### config.mk
export PLATFORM = sky130hd
export DESIGN_NAME = mem_port_arbiter_flat
export DESIGN_NICKNAME = d
export VERILOG_FILES = /design/src/rtl/mem_port_arbiter_pkg.sv /design/src/rtl/mem_port_arbiter_if.sv /design/src/rtl/mem_port_arbiter_arb_pick.sv /design/src/rtl/mem_port_arbiter.sv /design/src/flat_wrapper.sv
export SDC_FILE = /design/constraint.sdc
export NUM_CORES = 1
export LEC_CHECK = 0
export ABC_AREA = 1
export BUFFER_PORTS_ARGS = -buffer_cell sky130_fd_sc_hd__buf_4
export CAP_MARGIN = 0
export CORE_MARGIN = 8
export CORE_UTILIZATION = 47
export CTS_CLUSTER_DIAMETER = 50
export DETAILED_ROUTE_END_ITERATION = 7
export HOLD_SLACK_MARGIN = 0.05
export PLACE_DENSITY = 0.85
export SETUP_SLACK_MARGIN = 0.2
export SLEW_MARGIN = 20
export SYNTH_ARGS = -nofsm -noshare
export SYNTH_HDL_FRONTEND = slang
export SYNTH_SLANG_ARGS = --single-unit
### constraint.sdc
create_clock -name clk -period 1.92 [get_ports clk]
set_input_delay 0.096 -clock clk [delete_from_list [all_inputs] [get_ports clk]]
set_output_delay 0.096 -clock clk [all_outputs]
set_load 0.01 [all_outputs]
### src/rtl/mem_port_arbiter_pkg.sv
// Shared types for the IF/DM memory port arbiter.
// Requester ids double as the registered winner encoding.
package mem_port_arbiter_pkg;

  typedef enum logic [1:0] {
    IDLE  = 2'd0,
    ISSUE = 2'd1,
    WAIT  = 2'd2,
    RESP  = 2'd3
  } arb_state_t;

  localparam logic REQ_IF = 1'b0;
  localparam logic REQ_DM = 1'b1;

endpackage

### src/rtl/mem_port_arbiter_if.sv
// Requester-side and memory-side signals of the shared memory port.
// slave is the arbiter's view; master is the view of the CPU plus memory macro.
interface mem_port_arbiter_if #(
  parameter int ADDR_W = 32,
  parameter int DATA_W = 32
);

  logic              if_req;
  logic [ADDR_W-1:0] if_addr;
  logic              if_gnt;
  logic              if_valid;
  logic [DATA_W-1:0] if_rdata;

  logic              dm_req;
  logic              dm_we;
  logic [ADDR_W-1:0] dm_addr;
  logic [DATA_W-1:0] dm_wdata;
  logic              dm_gnt;
  logic              dm_valid;
  logic [DATA_W-1:0] dm_rdata;

  logic              mem_en;
  logic              mem_we;
  logic [ADDR_W-1:0] mem_addr;
  logic [DATA_W-1:0] mem_wdata;
  logic [DATA_W-1:0] mem_rdata;

  logic              busy;

  modport slave (
    input  if_req, if_addr,
    output if_gnt, if_valid, if_rdata,
    input  dm_req, dm_we, dm_addr, dm_wdata,
    output dm_gnt, dm_valid, dm_rdata,
    output mem_en, mem_we, mem_addr, mem_wdata,
    input  mem_rdata,
    output busy
  );

  modport master (
    output if_req, if_addr,
    input  if_gnt, if_valid, if_rdata,
    output dm_req, dm_we, dm_addr, dm_wdata,
    input  dm_gnt, dm_valid, dm_rdata,
    input  mem_en, mem_we, mem_addr, mem_wdata,
    output mem_rdata,
    input  busy
  );

endinterface

### src/rtl/mem_port_arbiter_arb_pick.sv
// Winner select for the shared port: DM first, but IF is forced through
// after STARVE_MAX consecutive contested DM wins.
module arb_pick #(
  parameter int STARVE_MAX = 4
) (
  input  logic clk,
  input  logic rst,
  input  logic if_req,
  input  logic dm_req,
  input  logic take,
  output logic winner
);
  import mem_port_arbiter_pkg::*;

  localparam int SW = $clog2(STARVE_MAX + 1);

  logic [SW-1:0] starve_q;
  logic          contested;
  logic          force_if;

  assign contested = if_req & dm_req;
  assign force_if  = (starve_q == SW'(STARVE_MAX));

  always_comb begin
    winner = REQ_IF;
    if (dm_req && !(contested && force_if)) begin
      winner = REQ_DM;
    end
  end

  // Only contested DM wins count; an uncontested DM grant leaves the count alone.
  always_ff @(posedge clk or negedge rst) begin
    if (!rst) begin
      starve_q <= '0;
    end else if (take) begin
      if (winner == REQ_IF) begin
        starve_q <= '0;
      end else if (contested) begin
        starve_q <= starve_q + SW'(1);
      end
    end
  end

endmodule

### src/rtl/mem_port_arbiter.sv
// Shares one single-ported memory between the fetch (IF) and load/store (DM)
// paths, one transaction in flight at a time.
//
// state | meaning
// IDLE  | nothing in flight; arbitrate pending requests
// ISSUE | mem_en strobe and grant pulse to the registered winner
// WAIT  | latency down-counter running (absent when MEM_LAT=1)
// RESP  | read data returned, valid pulse, arbitrate for the next access
module mem_port_arbiter #(
  parameter int ADDR_W     = 32,
  parameter int DATA_W     = 32,
  parameter int MEM_LAT    = 1,
  parameter int STARVE_MAX = 4
) (
  input logic               clk,
  input logic               rst,
  mem_port_arbiter_if.slave bus
);
  import mem_port_arbiter_pkg::*;

  localparam int               LAT_W    = $clog2(MEM_LAT + 1);
  localparam logic [LAT_W-1:0] LAT_INIT = LAT_W'(MEM_LAT - 1);

  arb_state_t        state_q;
  arb_state_t        state_d;
  logic [LAT_W-1:0]  lat_q;
  logic              lat_tc;

  logic              any_req;
  logic              arb_pt;
  logic              take;
  logic              winner;

  logic              winner_q;
  logic              we_q;
  logic [ADDR_W-1:0] addr_q;
  logic [DATA_W-1:0] wdata_q;
  logic [DATA_W-1:0] if_rdata_q;
  logic [DATA_W-1:0] dm_rdata_q;

  logic              in_issue;
  logic              in_resp;
  logic              resp_if;
  logic              resp_dm;

  assign any_req = bus.if_req | bus.dm_req;
  assign arb_pt  = (state_q == IDLE) || (state_q == RESP);
  assign take    = arb_pt & any_req;
  assign lat_tc  = (lat_q == LAT_W'(1));

  arb_pick #(
    .STARVE_MAX (STARVE_MAX)
  ) u_pick (
    .clk    (clk),
    .rst    (rst),
    .if_req (bus.if_req),
    .dm_req (bus.dm_req),
    .take   (take),
    .winner (winner)
  );

  always_ff @(posedge clk or negedge rst) begin
    if (!rst) begin
      state_q <= IDLE;
    end else begin
      state_q <= state_d;
    end
  end

  always_comb begin
    state_d = state_q;
    case (state_q)
      IDLE: begin
        if (any_req) state_d = ISSUE;
      end
      ISSUE: begin
        if (MEM_LAT == 1) state_d = RESP;
        else              state_d = WAIT;
      end
      WAIT: begin
        if (lat_tc) state_d = RESP;
      end
      RESP: begin
        if (any_req) state_d = ISSUE;
        else         state_d = IDLE;
      end
      default: state_d = IDLE;
    endcase
  end

  // Loaded with the number of WAIT cycles; RESP follows the cycle the count reaches 1.
  always_ff @(posedge clk or negedge rst) begin
    if (!rst) begin
      lat_q <= '0;
    end else if (state_q == ISSUE) begin
      lat_q <= LAT_INIT;
    end else if (state_q == WAIT) begin
      lat_q <= lat_q - LAT_W'(1);
    end
  end

  // Request fields are latched at the arbitration point and held until the
  // next one, which is what keeps mem_addr/mem_wdata/mem_we stable outside ISSUE.
  always_ff @(posedge clk or negedge rst) begin
    if (!rst) begin
      winner_q <= REQ_IF;
      we_q     <= 1'b0;
      addr_q   <= '0;
      wdata_q  <= '0;
    end else if (take) begin
      winner_q <= winner;
      if (winner == REQ_DM) begin
        we_q    <= bus.dm_we;
        addr_q  <= bus.dm_addr;
        wdata_q <= bus.dm_wdata;
      end else begin
        we_q    <= 1'b0;
        addr_q  <= bus.if_addr;
      end
    end
  end

  assign in_issue = (state_q == ISSUE);
  assign in_resp  = (state_q == RESP);
  assign resp_if  = in_resp && (winner_q == REQ_IF);
  assign resp_dm  = in_resp && (winner_q == REQ_DM);

  always_ff @(posedge clk or negedge rst) begin
    if (!rst) begin
      if_rdata_q <= '0;
      dm_rdata_q <= '0;
    end else begin
      if (resp_if)          if_rdata_q <= bus.mem_rdata;
      if (resp_dm && !we_q) dm_rdata_q <= bus.mem_rdata;
    end
  end

  // Memory data is only valid during RESP, so it is forwarded in that cycle
  // alongside the valid pulse and held from the register afterwards.
  assign bus.if_rdata  = resp_if ? bus.mem_rdata : if_rdata_q;
  assign bus.dm_rdata  = (resp_dm && !we_q) ? bus.mem_rdata : dm_rdata_q;

  assign bus.if_gnt    = in_issue && (winner_q == REQ_IF);
  assign bus.dm_gnt    = in_issue && (winner_q == REQ_DM);
  assign bus.if_valid  = resp_if;
  assign bus.dm_valid  = resp_dm;

  assign bus.mem_en    = in_issue;
  assign bus.mem_we    = we_q;
  assign bus.mem_addr  = addr_q;
  assign bus.mem_wdata = wdata_q;

  assign bus.busy      = (state_q != IDLE);

endmodule

### src/flat_wrapper.sv
// flat-port wrapper written by rule: the top's interface ports become plain ports
module mem_port_arbiter_flat import mem_port_arbiter_pkg::*;
#(
  parameter int ADDR_W     = 32,
  parameter int DATA_W     = 32,
  parameter int MEM_LAT    = 1,
  parameter int STARVE_MAX = 4
)
  (clk, rst, bus_if_req, bus_if_addr, bus_if_gnt, bus_if_valid, bus_if_rdata, bus_dm_req, bus_dm_we, bus_dm_addr, bus_dm_wdata, bus_dm_gnt, bus_dm_valid, bus_dm_rdata, bus_mem_en, bus_mem_we, bus_mem_addr, bus_mem_wdata, bus_mem_rdata, bus_busy);
  mem_port_arbiter_if #(.ADDR_W(ADDR_W), .DATA_W(DATA_W)) bus_i ();
  input logic clk;
  input logic rst;
  input wire logic [$bits(bus_i.if_req)-1:0] bus_if_req;
  input wire logic [$bits(bus_i.if_addr)-1:0] bus_if_addr;
  output wire logic [$bits(bus_i.if_gnt)-1:0] bus_if_gnt;
  output wire logic [$bits(bus_i.if_valid)-1:0] bus_if_valid;
  output wire logic [$bits(bus_i.if_rdata)-1:0] bus_if_rdata;
  input wire logic [$bits(bus_i.dm_req)-1:0] bus_dm_req;
  input wire logic [$bits(bus_i.dm_we)-1:0] bus_dm_we;
  input wire logic [$bits(bus_i.dm_addr)-1:0] bus_dm_addr;
  input wire logic [$bits(bus_i.dm_wdata)-1:0] bus_dm_wdata;
  output wire logic [$bits(bus_i.dm_gnt)-1:0] bus_dm_gnt;
  output wire logic [$bits(bus_i.dm_valid)-1:0] bus_dm_valid;
  output wire logic [$bits(bus_i.dm_rdata)-1:0] bus_dm_rdata;
  output wire logic [$bits(bus_i.mem_en)-1:0] bus_mem_en;
  output wire logic [$bits(bus_i.mem_we)-1:0] bus_mem_we;
  output wire logic [$bits(bus_i.mem_addr)-1:0] bus_mem_addr;
  output wire logic [$bits(bus_i.mem_wdata)-1:0] bus_mem_wdata;
  input wire logic [$bits(bus_i.mem_rdata)-1:0] bus_mem_rdata;
  output wire logic [$bits(bus_i.busy)-1:0] bus_busy;
  assign bus_i.if_req = bus_if_req;
  assign bus_i.if_addr = bus_if_addr;
  assign bus_if_gnt = bus_i.if_gnt;
  assign bus_if_valid = bus_i.if_valid;
  assign bus_if_rdata = bus_i.if_rdata;
  assign bus_i.dm_req = bus_dm_req;
  assign bus_i.dm_we = bus_dm_we;
  assign bus_i.dm_addr = bus_dm_addr;
  assign bus_i.dm_wdata = bus_dm_wdata;
  assign bus_dm_gnt = bus_i.dm_gnt;
  assign bus_dm_valid = bus_i.dm_valid;
  assign bus_dm_rdata = bus_i.dm_rdata;
  assign bus_mem_en = bus_i.mem_en;
  assign bus_mem_we = bus_i.mem_we;
  assign bus_mem_addr = bus_i.mem_addr;
  assign bus_mem_wdata = bus_i.mem_wdata;
  assign bus_i.mem_rdata = bus_mem_rdata;
  assign bus_busy = bus_i.busy;
  mem_port_arbiter #(.ADDR_W(ADDR_W), .DATA_W(DATA_W), .MEM_LAT(MEM_LAT), .STARVE_MAX(STARVE_MAX)) u_core (.clk(clk), .rst(rst), .bus(bus_i));
endmodule
==> key figures, run 1 <==
Status
  – Run status: finished with violations
  – Violations in the final reports: negative setup slack

Job
  – Maximum capacitance violations: 0

CTS
  – Worst-case clock buffer depth: 2
  – TritonCTS clock tree: built
  – Clock latency on the worst-skew pair: 0.44 ns
  – Buffer type at the clock tree root: sky130_fd_sc_hd__clkbuf_16
  – Clock net sink count: 136
  – Maximum level of the CTS H-tree: 4
  – Reg clk slew, reported paths: 0.06 ns
  – Num CTS Buffers: 17

Global routing
  – Met2 Track Usage GR: 57.5%
  – Number of antenna violations at the first check in global routing: 5
  – Number of global-route vias before repair: 7775
  – Global-route wire length before repair: 42800 µm
  – Residual overflow from global routing: 0
  – Tot GR Track Use: 34.2%
  – Largest net degree at the start of global routing: 54
  – Top Usage Layer GRT: met2
  – Met1 Resource Use GR: 33.8%
  – GR met3 Demand/Resource: 12.0%

Logic synthesis
  – Yosys cell types: 24
  – Synth warn: 0
  – #FFs+latches synth: 136
  – Share of Yosys cell area claimed by the top area cell type: 56.6%
  – Post-synth ARST share: 100%
  – Cell with the most instances after synthesis: sky130_fd_sc_hd__nand2_1
  – Cell types with the highest counts after synthesis: sky130_fd_sc_hd__nand2_1 (271), sky130_fd_sc_hd__dfrtp_1 (136), sky130_fd_sc_hd__inv_1 (110)
  – Number of cells produced by synthesis: 711
  – Share of the yosys chip area belonging to registers: 56.6%
  – Count of flip-flops with a built-in enable after synthesis: 0
  – Most frequently used flop master after synthesis: sky130_fd_sc_hd__dfrtp_1
  – Area of the mapped netlist: 6010 µm²
  – Synth area leaders: sky130_fd_sc_hd__dfrtp_1 (57%), sky130_fd_sc_hd__nand2_1 (17%), sky130_fd_sc_hd__inv_1 (6.9%)
  – Synthesized area per cell: 8.45 µm²
  – Dominant cell type by area after synthesis: sky130_fd_sc_hd__dfrtp_1
  – Nets in the synthesized netlist: 851

Placed design
  – Placement Setup Slack: 0.205 ns
  – Cell Count Post-Placement: 1128
  – Final GP Congestion: 0.848
  – Detailed Place HPWL: 13300 µm
  – Count of buffers from port buffering: 267
  – Instance area at placement: 8140 µm²

STA
  – Worst rel slew slack: 65.4%
  – Post-layout minimum cycle time: 2.22 ns
  – Final setup vio count: 54
  – Smallest setup slack after layout: -0.299 ns
  – Final max-slew violation count: 0
  – Fmax achieved: 0.451 GHz
  – Clk_skew: 0.0263 ns
  – Measured slew at the worst slew-check pin: 0.520 ns
  – Hold Vio Cnt, Final: 0
  – Total negative slack for setup checks: -3.78 ns
  – Unrepaired setup endpoints after global routing: yes
  – Portion of the clock cycle consumed by the worst path in the final layout: 116%

Routing
  – DR vias/cell: 6.10
  – Count of nets left with antenna violations after detail routing: 0
  – DR vias: 8162
  – Number of design-rule violations left by the first detailed-router iteration: 1218
  – Number of iterations in the first detailed-routing pass: 8
  – Sum of routed wire length over all layers: 38400 µm
  – Drt drc: 0
  – WL/cell: 28.7 µm

Setup path
  – Critical path capture point type: output pin
  – Critical path class: flop to output pin
  – CP Data Arrival Time: 2.12 ns
  – Chain of cells forming the critical path: ha_4, nand2_4, or2_4, buf_16, o21ai_4, buf_4
  – Slowest CP cell: sky130_fd_sc_hd__dfrtp_1
  – Worst Path Max Fanout: 8
  – Launching element of the worst setup path: u_core.state_q[0]
  – CP peak stage delay: 0.41 ns
  – Reg-to-Reg Start: u_core.state_q[0]
  – CP required: 1.82 ns
  – Category of the worst setup path launch point: flop

Hold path
  – Worst min-delay path class: primary input to flop
  – Hold Crit Start: bus_if_req

Floorplanning
  – Count of standard-cell rows: 41
  – Height of the die: 129 µm
  – Total I/O pin count: 268
  – Die area: 16700 µm²
  – Die X-Extent: 129 µm
  – Floorplan core area: 12600 µm²
  – Effective utilization at floorplan: 47.8%

Power
  – Combinational share of power: 60.6%
  – Internal power: 12.6 mW
  – Highest ir drop seen on vdd: 1.18 mV
  – Relative contribution of the clock network to total power: 15.2%
  – Leakage power: 6.16 nW
  – Overall Power: 22.7 mW
  – Net switching fraction of the power: 44.7%
  – Net switching power figure: 10.2 mW
  – Power per cell area: 1950 nW/µm²
  – Sequential power share: 24.2%

Finish
  – Layout cells sized above 1: 41.7%
  – Non-filler cells, final: 1339
  – Final Net Count: 1289
  – Area Growth Syn to Fin: 94.0%
  – Number of inserted filler cells in the final layout: 379
  – Final Cell Area: 11700 µm²
[cell families after synthesis]
family                     count (synthesis)  synth area share (%)
and+or+nand+nor                          345                  23.5
buffers and inverters                    148                  11.4
DFF                                      136                  56.6
AOI/OAI and AO/OA                         74                  6.85
adders and majority gates                  7                  1.46
xor gates and xnor gates                   1                 0.146
[worst max-delay path: cells and delay by family, from the launching register on]
family / cells / cell delay, ns
flip-flops: 1 / 0.41
AND/OR/NAND/NOR: 2 / 0.38
AO/OA/AOI/OAI: 1 / 0.32
buffers and inverters: 2 / 0.40
adder cells (fa/ha/maj): 1 / 0.18
[final timing paths]
check | end | slack, ns | cells after the start
max | bus_dm_rdata[17] | -0.30 | 6
min | u_core.u_pick.starve_q[0] | 0.1 | 3
max reg2reg | u_core.bus.mem_addr[8] | -0.04 | 9
min reg2reg | u_core.bus.mem_wdata[12] | 0.49 | 2
max in group asynchronous | u_core.bus.mem_addr[8] | 1.00 | 3
min in group asynchronous | u_core.bus.mem_addr[26] | 0.19 | 2
[through the flow]
| stage | utilization (%) | hold WS (ns) |
|---|---|---|
| finish | 92.7 | 0.0962 |
| global route | 92.6 | 0.106 |
| CTS | 84.1 | 0.0510 |
| detailed placement | 64.7 | 0.0762 |
| global placement | 64.7 | 0.0727 |
| floorplan | - | -0.200 |
[sequential cells by signal (all words and copies together) (netlist names)]
signal and count:
u_core.bus.mem_we 1, u_core.winner_q 1, u_core.bus.mem_wdata 32, u_core.bus.mem_addr 32
u_core.u_pick.starve_q 3, u_core.state_q 2, u_core.if_rdata_q 32, u_core.dm_rdata_q 32
u_core.lat_q 1
[metal layers]
layer	vias to the layer above	wire [µm]
li1	3057	-
met1	3785	11700
met5	-	148
met3	381	5750
met2	929	17000
met4	10	3820
[cells in the final DEF (no fill, tap or decap), drive strengths merged]
cell type	count
or2	2
nor2	5
clkbuf	35
a21oi	3
diode	5
xnor2	1
nand4	1
nand2	272
bufinv	2
dlygate4sd3	127
inv	110
clkinvlp	3
ha	7
buf	317
dfrtp	136
clkinv	4
o21ai	71
nand3	66
[power groups by stage]
stage / registers, mW / logic (mW) / clock network [mW]
CTS: 4.96 / 9.54 / 3.26
global route: 5.52 / 14.3 / 3.54
detailed placement: 4.95 / 7.92 / 0
global placement: 4.91 / 7.70 / 0
floorplan: 5.19 / 3.76 / 0
finish: 5.49 / 13.8 / 3.46
[repair_timing]
item | 4_1_cts | 5_1_grt
pin swaps | 2 | 6
resized for setup | 116 | 156
hold endpoints to repair | 216 | 0
buffers inserted | 11 | 17
cloned | 6 | 13
hold buffers | 127 | 0
setup endpoints to repair | 68 | 136
[layout make-up]
type	count	area (µm²)	share of cell area [%]
timing repair buffer	454	4370	37.5
sequential	136	3400	29.2
multi-input combinational	428	2600	22.3
clock buffer	25	505	4.34
inverter	112	452	3.88
tap	172	215	1.85
clock inverter	7	90.1	0.773
antenna	5	12.5	0.107
(Power assumes the default switching activity.)
==> run 2, diff against run 1 <==
--- a/config.mk
+++ b/config.mk
@@ -9,11 +9,13 @@
 export BUFFER_PORTS_ARGS = -buffer_cell sky130_fd_sc_hd__buf_4
 export CAP_MARGIN = 0
 export CORE_MARGIN = 8
-export CORE_UTILIZATION = 47
+export CORE_UTILIZATION = 49
+export CTS_BUF_LIST = sky130_fd_sc_hd__clkbuf_4 sky130_fd_sc_hd__clkbuf_8
 export CTS_CLUSTER_DIAMETER = 50
 export DETAILED_ROUTE_END_ITERATION = 7
 export HOLD_SLACK_MARGIN = 0.05
-export PLACE_DENSITY = 0.85
+export PLACE_DENSITY = 0.88
+export REMOVE_ABC_BUFFERS = 1
 export SETUP_SLACK_MARGIN = 0.2
 export SLEW_MARGIN = 20
 export SYNTH_ARGS = -nofsm -noshare
==> key figures, run 2 (synthesis results as in run 1) <==
Status
  – Run status: finished with violations (unchanged)
  – Violations in the final reports: negative setup slack (unchanged)

Power
  – Highest ir drop seen on vdd: 1.07 mV (was 1.18 mV)
  – Power per cell area: 1730 nW/µm² (was 1950 nW/µm²)
  – Leakage power: 5.82 nW (was 6.16 nW)
  – Overall Power: 18.4 mW (was 22.7 mW)

STA
  – Smallest setup slack after layout: -0.202 ns (was -0.299 ns)
  – Fmax achieved: 0.471 GHz (was 0.451 GHz)
  – Final setup vio count: 52 (was 54)
  – Total negative slack for setup checks: -4.52 ns (was -3.78 ns)
  – Final max-slew violation count: 0 (unchanged)
  – Hold Vio Cnt, Final: 0 (unchanged)
  – Worst rel slew slack: 65.8% (was 65.4%)
  – Post-layout minimum cycle time: 2.12 ns (was 2.22 ns)
  – Portion of the clock cycle consumed by the worst path in the final layout: 111% (was 116%)
  – Clk_skew: 0.0112 ns (was 0.0263 ns)
  – Measured slew at the worst slew-check pin: 0.513 ns (was 0.520 ns)
  – Unrepaired setup endpoints after global routing: yes (unchanged)

Routing
  – WL/cell: 22.7 µm (was 28.7 µm)
  – Sum of routed wire length over all layers: 29400 µm (was 38400 µm)
  – DR vias/cell: 5.60 (was 6.10)
  – Number of iterations in the first detailed-routing pass: 6 (was 8)
  – Drt drc: 0 (unchanged)
  – Count of nets left with antenna violations after detail routing: 0 (unchanged)
  – DR vias: 7250 (was 8162)
  – Number of design-rule violations left by the first detailed-router iteration: 851 (was 1218)

CTS
  – Clock latency on the worst-skew pair: 0.47 ns (was 0.44 ns)
  – Maximum level of the CTS H-tree: 4 (unchanged)
  – Clock net sink count: 136 (unchanged)
  – Num CTS Buffers: 17 (unchanged)
  – Reg clk slew, reported paths: 0.07 ns (was 0.06 ns)
  – Worst-case clock buffer depth: 2 (unchanged)
  – Buffer type at the clock tree root: sky130_fd_sc_hd__clkbuf_8 (was sky130_fd_sc_hd__clkbuf_16)
  – TritonCTS clock tree: built (unchanged)

Setup path
  – CP peak stage delay: 0.40 ns (was 0.41 ns)
  – Setup slack on the worst flop-to-flop path: 0.16 ns (was -0.04 ns)
  – Chain of cells forming the critical path: ha_4, nand2_4, or2_4, buf_12, nand2_1, o21ai_4, buf_4 (was ha_4, nand2_4, or2_4, buf_16, o21ai_4, buf_4)
  – Critical path buffers and inverters: 2 (unchanged)
  – Stages on the worst setup path: 7 (was 6)
  – R2r worst-path depth: 8 (was 9)
  – Critical path class: flop to output pin (unchanged)
  – Category of the worst setup path launch point: flop (unchanged)
  – End point of the critical path: bus_dm_rdata[16] (was bus_dm_rdata[17])
  – Reg-to-Reg Start: u_core.state_q[0] (unchanged)
  – Critical path capture point type: output pin (unchanged)
  – Crit-path leading delay family: simple AND/OR/NAND/NOR gates (was flip-flops)
  – Slowest CP cell: sky130_fd_sc_hd__dfrtp_1 (unchanged)
  – Launching element of the worst setup path: u_core.state_q[0] (unchanged)
  – Worst Path Max Fanout: 16 (was 8)
  – CP Data Arrival Time: 2.03 ns (was 2.12 ns)
  – CP required: 1.82 ns (about the same)
  – Reg-to-reg endpoint: u_core.bus.mem_addr[2] (was u_core.bus.mem_addr[8])

Placed design
  – Instance area at placement: 8120 µm² (was 8140 µm²)
  – Detailed Place HPWL: 13300 µm (about the same)
  – Count of buffers from port buffering: 267 (unchanged)
  – Final GP Congestion: 0.842 (was 0.848)

Hold path
  – Cell depth of the worst min-delay path: 4 (was 3)
  – Worst min-delay path class: primary input to flop (unchanged)

Finish
  – Most common cell after layout, fill and taps aside: sky130_fd_sc_hd__buf_4 (unchanged)
  – Area Growth Syn to Fin: 76.8% (was 94.0%)
  – Layout cells sized above 1: 35.8% (was 41.7%)
  – Final cell utilization of the core: 88.4% (was 92.7%)
  – Final Net Count: 1273 (was 1289)
  – Most used cells in the layout excluding fill and tap cells: sky130_fd_sc_hd__buf_4 (276), sky130_fd_sc_hd__nand2_1 (263), sky130_fd_sc_hd__dfrtp_1 (136), sky130_fd_sc_hd__dlygate4sd3_1 (131), sky130_fd_sc_hd__inv_1 (107) (was sky130_fd_sc_hd__buf_4 (245), sky130_fd_sc_hd__nand2_1 (225), sky130_fd_sc_hd__dfrtp_1 (136), sky130_fd_sc_hd__dlygate4sd3_1 (127), sky130_fd_sc_hd__inv_1 (105))
  – Final Cell Area: 10600 µm² (was 11700 µm²)

Global routing
  – Global-route wire length before repair: 39200 µm (was 42800 µm)
  – Residual overflow from global routing: 0 (unchanged)
  – Largest net degree at the start of global routing: 52 (was 54)
  – Number of global-route vias before repair: 7388 (was 7775)
  – Tot GR Track Use: 31.5% (was 34.2%)
  – Number of antenna violations at the first check in global routing: 2 (was 5)

Floorplanning
  – Floorplan core area: 12000 µm² (was 12600 µm²)
  – Effective utilization at floorplan: 50.0% (was 47.8%)
  – Die X-Extent: 127 µm (was 129 µm)
  – Count of standard-cell rows: 40 (was 41)
  – Die area: 16100 µm² (was 16700 µm²)
  – Height of the die: 127 µm (was 129 µm)
  – Total I/O pin count: 268 (unchanged)

Job
  – Maximum capacitance violations: 0 (unchanged)
-- run 2: through the flow --
stage          worst slack (ns)  hold slack (ns)  cells
6_report                 -0.202            0.121   1294
4_1_cts                  -0.126           0.0721   1272
3_5_place_dp              0.184           0.0803   1103
5_1_grt                  -0.250            0.115   1293
2_1_floorplan            -0.484           -0.200    675
3_3_place_gp              0.273           0.0786   1103
-- run 2: worst min-delay path: stages --
cell and delay [ns]:
sky130_fd_sc_hd__buf_4 0.19, sky130_fd_sc_hd__nand3_1 0.12, sky130_fd_sc_hd__nand3_1 0.08, sky130_fd_sc_hd__nand2_1 0.06
-- run 2: area by class of cell --
type	count	area [µm²]
repair buffers	439	3960
diodes	3	7.51
flip-flops and latches	136	3400
inverters	112	439
well taps	147	184
fillers	516	1390
multi-input cells	427	2240
clock buffers	21	283
clock inverters	9	100
-- run 2: what timing repair did --
| action | 4_1_cts | 5_1_grt |
|---|---|---|
| pin swaps | 1 | 4 |
| cloned | 5 | 6 |
| hold buffers | 131 | 0 |
| endpoints found under the setup margin | 100 | 133 |
| gates resized for setup | 65 | 58 |
| endpoints found under the hold margin | 268 | 0 |
| buffers inserted | 3 | 13 |
-- run 2: how the worst min path moves through the flow --
stage / start / end
finish: bus_dm_req / u_core.bus.mem_addr[13]
global route: bus_dm_req / u_core.bus.mem_addr[13]
CTS: bus_dm_req / u_core.bus.mem_addr[13]
detailed placement: rst / u_core.bus.mem_addr[30]
global placement: rst / u_core.bus.mem_addr[2]
floorplan: rst / u_core.bus.mem_addr[0]
-- run 2: routing by layer --
layer	global-route usage, %	vias up	routed length (µm)
met4	22.5	0	2060
met3	9.30	185	2490
met2	54.9	579	15300
met5	0	-	0
li1	-	3017	-
met1	31.8	3469	9550
-- run 2: where the power goes --
group	leakage (nW)	switching [mW]	total [mW]	internal (mW)
Sequential	1.67	0.837	5.15	4.32
Combinational	3.96	5.98	10.8	4.85
Clock	0.197	1.12	2.37	1.24
==> run 3, diff against run 2 <==
--- a/config.mk
+++ b/config.mk
@@ -5,16 +5,15 @@
 export SDC_FILE = /design/constraint.sdc
 export NUM_CORES = 1
 export LEC_CHECK = 0
-export ABC_AREA = 1
 export BUFFER_PORTS_ARGS = -buffer_cell sky130_fd_sc_hd__buf_4
 export CAP_MARGIN = 0
-export CORE_MARGIN = 8
-export CORE_UTILIZATION = 49
+export CORE_MARGIN = 2
+export CORE_UTILIZATION = 48
 export CTS_BUF_LIST = sky130_fd_sc_hd__clkbuf_4 sky130_fd_sc_hd__clkbuf_8
 export CTS_CLUSTER_DIAMETER = 50
 export DETAILED_ROUTE_END_ITERATION = 7
 export HOLD_SLACK_MARGIN = 0.05
-export PLACE_DENSITY = 0.88
+export PLACE_DENSITY = 0.87
 export REMOVE_ABC_BUFFERS = 1
 export SETUP_SLACK_MARGIN = 0.2
 export SLEW_MARGIN = 20
==> key figures, run 3 <==
Logic synthesis
  – Most frequently used flop master after synthesis: sky130_fd_sc_hd__dfrtp_1 (unchanged)
  – Post-synth ARST share: 100% (unchanged)
  – Synth warn: 0 (unchanged)
  – Share of the yosys chip area belonging to registers: 59.3% (was 56.6%)
  – Dominant cell type by area after synthesis: sky130_fd_sc_hd__dfrtp_1 (unchanged)
  – Count of flip-flops with a built-in enable after synthesis: 0 (unchanged)
  – Cell types with the highest counts after synthesis: sky130_fd_sc_hd__dfrtp_1 (136), sky130_fd_sc_hd__mux2_2 (70), sky130_fd_sc_hd__o21ai_0 (36) (was sky130_fd_sc_hd__nand2_1 (271), sky130_fd_sc_hd__dfrtp_1 (136), sky130_fd_sc_hd__inv_1 (110))
  – #FFs+latches synth: 136 (unchanged)
  – Area of the mapped netlist: 5740 µm² (was 6010 µm²)
  – Number of cells produced by synthesis: 410 (was 711)
  – Synthesized area per cell: 14.0 µm² (was 8.45 µm²)
  – Synth area leaders: sky130_fd_sc_hd__dfrtp_1 (59%), sky130_fd_sc_hd__mux2_2 (14%), sky130_fd_sc_hd__mux2_4 (7.1%) (was sky130_fd_sc_hd__dfrtp_1 (57%), sky130_fd_sc_hd__nand2_1 (17%), sky130_fd_sc_hd__inv_1 (6.9%))
  – Yosys cell types: 29 (was 24)
  – Share of Yosys cell area claimed by the top area cell type: 59.3% (was 56.6%)
  – Cell with the most instances after synthesis: sky130_fd_sc_hd__dfrtp_1 (was sky130_fd_sc_hd__nand2_1)

Floorplanning
  – Die X-Extent: 113 µm (was 127 µm)
  – Effective utilization at floorplan: 49.8% (was 50.0%)
  – Total I/O pin count: 268 (unchanged)
  – Height of the die: 113 µm (was 127 µm)
  – Count of standard-cell rows: 39 (was 40)

Global routing
  – Largest net degree at the start of global routing: 81

CTS
  – Clock net sink count: 136 (unchanged)
  – Worst-case clock buffer depth: 2 (unchanged)
  – Num CTS Buffers: 17 (unchanged)
  – Buffer type at the clock tree root: sky130_fd_sc_hd__clkbuf_8 (unchanged)
  – Maximum level of the CTS H-tree: 4 (unchanged)

Status
  – Stage where the run ended: global routing
  – Log Error: [ERROR DPL-0038] Utilization greater than 100%, impossible to legalize
  – Run status: aborted with a tool error (was finished with violations)

Placed design
  – Count of buffers from port buffering: 267 (unchanged)
  – Detailed Place HPWL: 11300 µm (was 13300 µm)
  – Final GP Congestion: 0.769 (was 0.842)

STA
  – Category of the worst endpoint: output port
  – Pin ending the worst setup path after global-route repair: bus_dm_rdata[2]
[run 3: cell types whose count changed after synthesis, sizes merged, moves of 35 or more]
| cell | change |
|---|---|
| o21ai | -35 |
| nand2 | -265 |
| nand3 | -64 |
| inv | -104 |
| mux2 | +98 |
[run 3: metrics by stage]
step / instance area (µm²) / setup TNS, ns / worst slack (ns) / cells / util (%)
after CTS: 11000 / -21.60 / -0.292 / 1007 / 95.7
after detailed placement: 7960 / 0 / 0.00387 / 805 / 69.1
after global placement: 7960 / 0 / 0.0646 / 805 / 69.1
after floorplan: 5550 / -44.27 / -0.711 / 378 / -
[run 3: logic make-up after synthesis]
| kind of cell | share of synthesized area (%) |
|---|---|
| adders and majority gates | 1.53 |
| AOI/OAI and AO/OA | 12.0 |
| muxes | 21.2 |
| DFF | 59.3 |
| buffers and inverters | 3.77 |
| and+or+nand+nor | 2.23 |
[run 3: what timing repair did]
item	4_1_cts
setup endpoints to repair	163
gates resized for setup	157
buffers inserted	27
pin swaps	11
endpoints found under the hold margin	268
hold buffers	131
cloned	14
==> run 4, diff against run 3 <==
--- a/config.mk
+++ b/config.mk
@@ -8,14 +8,10 @@
 export BUFFER_PORTS_ARGS = -buffer_cell sky130_fd_sc_hd__buf_4
 export CAP_MARGIN = 0
 export CORE_MARGIN = 2
-export CORE_UTILIZATION = 48
-export CTS_BUF_LIST = sky130_fd_sc_hd__clkbuf_4 sky130_fd_sc_hd__clkbuf_8
-export CTS_CLUSTER_DIAMETER = 50
+export CORE_UTILIZATION = 35
 export DETAILED_ROUTE_END_ITERATION = 7
-export HOLD_SLACK_MARGIN = 0.05
-export PLACE_DENSITY = 0.87
+export PLACE_DENSITY_LB_ADDON = 0.15
 export REMOVE_ABC_BUFFERS = 1
-export SETUP_SLACK_MARGIN = 0.2
 export SLEW_MARGIN = 20
 export SYNTH_ARGS = -nofsm -noshare
 export SYNTH_HDL_FRONTEND = slang
==> key figures, run 4 <==
Status
  – Run status: finished with violations (was aborted with a tool error)
  – Violations in the final reports: negative setup slack

STA
  – Smallest setup slack after layout: -0.181 ns
  – Clk_skew: 0.00806 ns
  – Total negative slack for setup checks: -7.98 ns
  – Worst hold margin: 0.0117 ns
  – Portion of the clock cycle consumed by the worst path in the final layout: 109%
  – Worst rel slew slack: 62.3%
  – Measured slew at the worst slew-check pin: 0.565 ns
  – Unrepaired setup endpoints after global routing: yes
  – Post-layout minimum cycle time: 2.10 ns
  – Final max-slew violation count: 0
  – Fmax achieved: 0.476 GHz
  – Final setup vio count: 64
  – Hold Vio Cnt, Final: 0

Global routing
  – Global-route wire length before repair: 29700 µm
  – Number of antenna violations at the first check in global routing: 0
  – Largest net degree at the start of global routing: 61
  – Number of global-route vias before repair: 5481
  – Residual overflow from global routing: 0
  – Tot GR Track Use: 21.5%

Floorplanning
  – Count of standard-cell rows: 46 (was 39)
  – Height of the die: 132 µm (was 113 µm)
  – Effective utilization at floorplan: 36.0% (was 49.8%)
  – Floorplan core area: 15900 µm²
  – Die X-Extent: 132 µm (was 113 µm)
  – Die area: 17400 µm²
  – Total I/O pin count: 268 (unchanged)

Placed design
  – Instance area at placement: 8070 µm² (was 7960 µm²)
  – Detailed Place HPWL: 11000 µm (was 11300 µm)
  – Final GP Congestion: 0.808 (was 0.769)
  – Count of buffers from port buffering: 267 (unchanged)

CTS
  – Worst-case clock buffer depth: 2 (unchanged)
  – Reg clk slew, reported paths: 0.06 ns
  – Clock latency on the worst-skew pair: 0.41 ns
  – TritonCTS clock tree: built
  – Num CTS Buffers: 17 (unchanged)
  – Buffer type at the clock tree root: sky130_fd_sc_hd__clkbuf_16 (was sky130_fd_sc_hd__clkbuf_8)
  – Clock net sink count: 136 (unchanged)
  – Maximum level of the CTS H-tree: 4 (unchanged)

Finish
  – Final Net Count: 959
  – Final cell utilization of the core: 67.2%
  – Final Cell Area: 10700 µm²
  – Area Growth Syn to Fin: 86.8%
  – Storage cell area: 3400 µm²
  – Most common cell after layout, fill and taps aside: sky130_fd_sc_hd__buf_4
  – Number of inserted filler cells in the final layout: 1104
  – Layout cells sized above 1: 54.8%
  – Most used cells in the layout excluding fill and tap cells: sky130_fd_sc_hd__buf_4 (230), sky130_fd_sc_hd__dfrtp_1 (136), sky130_fd_sc_hd__dlygate4sd3_1 (108), sky130_fd_sc_hd__mux2_4 (91), sky130_fd_sc_hd__buf_6 (65)
  – Antenna cells: 0
  – Footprint of the multi-input gates: 2400 µm²

Logic synthesis
  – Dominant cell type by area after synthesis: sky130_fd_sc_hd__dfrtp_1 (unchanged)
  – Synth area leaders: sky130_fd_sc_hd__dfrtp_1 (59%), sky130_fd_sc_hd__mux2_2 (14%), sky130_fd_sc_hd__mux2_4 (7.1%) (unchanged)
  – Synth warn: 0 (unchanged)
  – #FFs+latches synth: 136 (unchanged)
  – Synthesized area per cell: 14.0 µm² (unchanged)
  – Share of Yosys cell area claimed by the top area cell type: 59.3% (unchanged)
  – Cell with the most instances after synthesis: sky130_fd_sc_hd__dfrtp_1 (unchanged)
  – Yosys cell types: 29 (unchanged)
  – Area of the mapped netlist: 5740 µm² (unchanged)
  – Cell types with the highest counts after synthesis: sky130_fd_sc_hd__dfrtp_1 (136), sky130_fd_sc_hd__mux2_2 (70), sky130_fd_sc_hd__o21ai_0 (36) (unchanged)
  – Most frequently used flop master after synthesis: sky130_fd_sc_hd__dfrtp_1 (unchanged)
  – Count of flip-flops with a built-in enable after synthesis: 0 (unchanged)
  – Post-synth ARST share: 100% (unchanged)
  – Number of cells produced by synthesis: 410 (unchanged)
  – Share of the yosys chip area belonging to registers: 59.3% (unchanged)

Setup path
  – Critical path buffers and inverters: 3
  – CP Data Arrival Time: 2.01 ns
  – CP required: 1.82 ns
  – Category of the worst setup path launch point: flop
  – Chain of cells forming the critical path: ha_2, and2_4, nand2b_4, buf_12, buf_16, mux2_4, buf_6
  – Slowest CP cell: sky130_fd_sc_hd__dfrtp_1
  – Critical path class: flop to output pin
  – Critical path capture point type: output pin
  – CP peak stage delay: 0.39 ns
  – Worst Path Max Fanout: 8
  – Crit-path leading delay family: flip-flops

Power
  – Leakage power: 5.28 nW
  – Overall Power: 19.7 mW
  – Power per cell area: 1840 nW/µm²
  – Highest ir drop seen on vdd: 0.878 mV

Routing
  – Routed met2 length: 9540 µm
  – Top Layer Used: met4
  – WL/cell: 18.0 µm
  – DR vias/cell: 4.80
  – Count of nets left with antenna violations after detail routing: 0
  – Number of design-rule violations left by the first detailed-router iteration: 184
  – Number of iterations in the first detailed-routing pass: 7
  – Wire length on met1: 7690 µm
  – DR WL met3: 1230 µm
  – Sum of routed wire length over all layers: 18900 µm
  – DR vias: 5030
  – Drt drc: 0

Hold path
  – Worst min-delay path class: primary input to flop

Job
  – Maximum capacitance violations: 0
## run 4: cell counts after synthesis
Identical to the previous run, type by type.
## run 4: what timing repair did
action | in CTS | in global routing
endpoints found under the setup margin | 75 | 99
setup buffers | 9 | 9
hold buffers | 108 | 0
endpoints found under the hold margin | 181 | 0
resized for setup | 139 | 4
pin swaps | 1 | 2
cloned | 6 | 5
## run 4: cell families (layout without fill, tap and decap cells)
group           count (synthesis)  count (layout)  share of synthesized area, %
simple gates                   24              24                          2.23
mux                            99              99                          21.2
compound gates                104             104                          12.0
fa+ha+maj                       7               7                          1.53
buf+inv                        40             461                          3.77
flops                         136             136                          59.3
## run 4: worst min-delay path, cell delays in order
cell	delay, ns
sky130_fd_sc_hd__buf_4	0.08
sky130_fd_sc_hd__a31oi_1	0.07
sky130_fd_sc_hd__a2bb2oi_1	0.13
## run 4: per-stage QoR
step,setup slack [ns],cells
CTS,-0.195,1034
global route,-0.264,1047
finish,-0.181,1047
detailed placement,0.000120,880
global placement,0.0437,880
floorplan,-0.711,378
## run 4: power by group
| part | switching (mW) | internal, mW |
|---|---|---|
| sequential | 0.688 | 4.37 |
| combinational | 4.37 | 6.78 |
| clock | 1.22 | 2.24 |
## run 4: worst paths after layout
check / start / to / slack (ns) / depth (start not counted)
max in group asynchronous: rst / u_core.dm_rdata_q[5] / 0.91 / 3
min in group asynchronous: rst / u_core.dm_rdata_q[16] / 0.23 / 2
hold / removal: bus_dm_addr[13] / u_core.bus.mem_addr[13] / 0.01 / 3
hold reg to reg: u_core.dm_rdata_q[3] / u_core.dm_rdata_q[3] / 0.50 / 1
setup reg to reg: u_core.state_q[0] / u_core.bus.mem_wdata[30] / 0.06 / 6
setup / recovery: u_core.state_q[0] / bus_dm_rdata[8] / -0.18 / 7
## run 4: area by class of cell
type	count	share of cell area, %
clock inverter	11	1.60
sequential	136	31.8
tap	216	2.52
multi-input combinational	234	22.4
timing repair buffer	422	37.2
inverter	8	0.280
clock buffer	20	4.26
## run 4: metal layers
metal / vias up / GRT usage (%)
met4: 0 / 8.64
li1: 2322 / -
met1: 2469 / 26.3
met5: - / 0
met2: 209 / 36.5
met3: 30 / 5.50
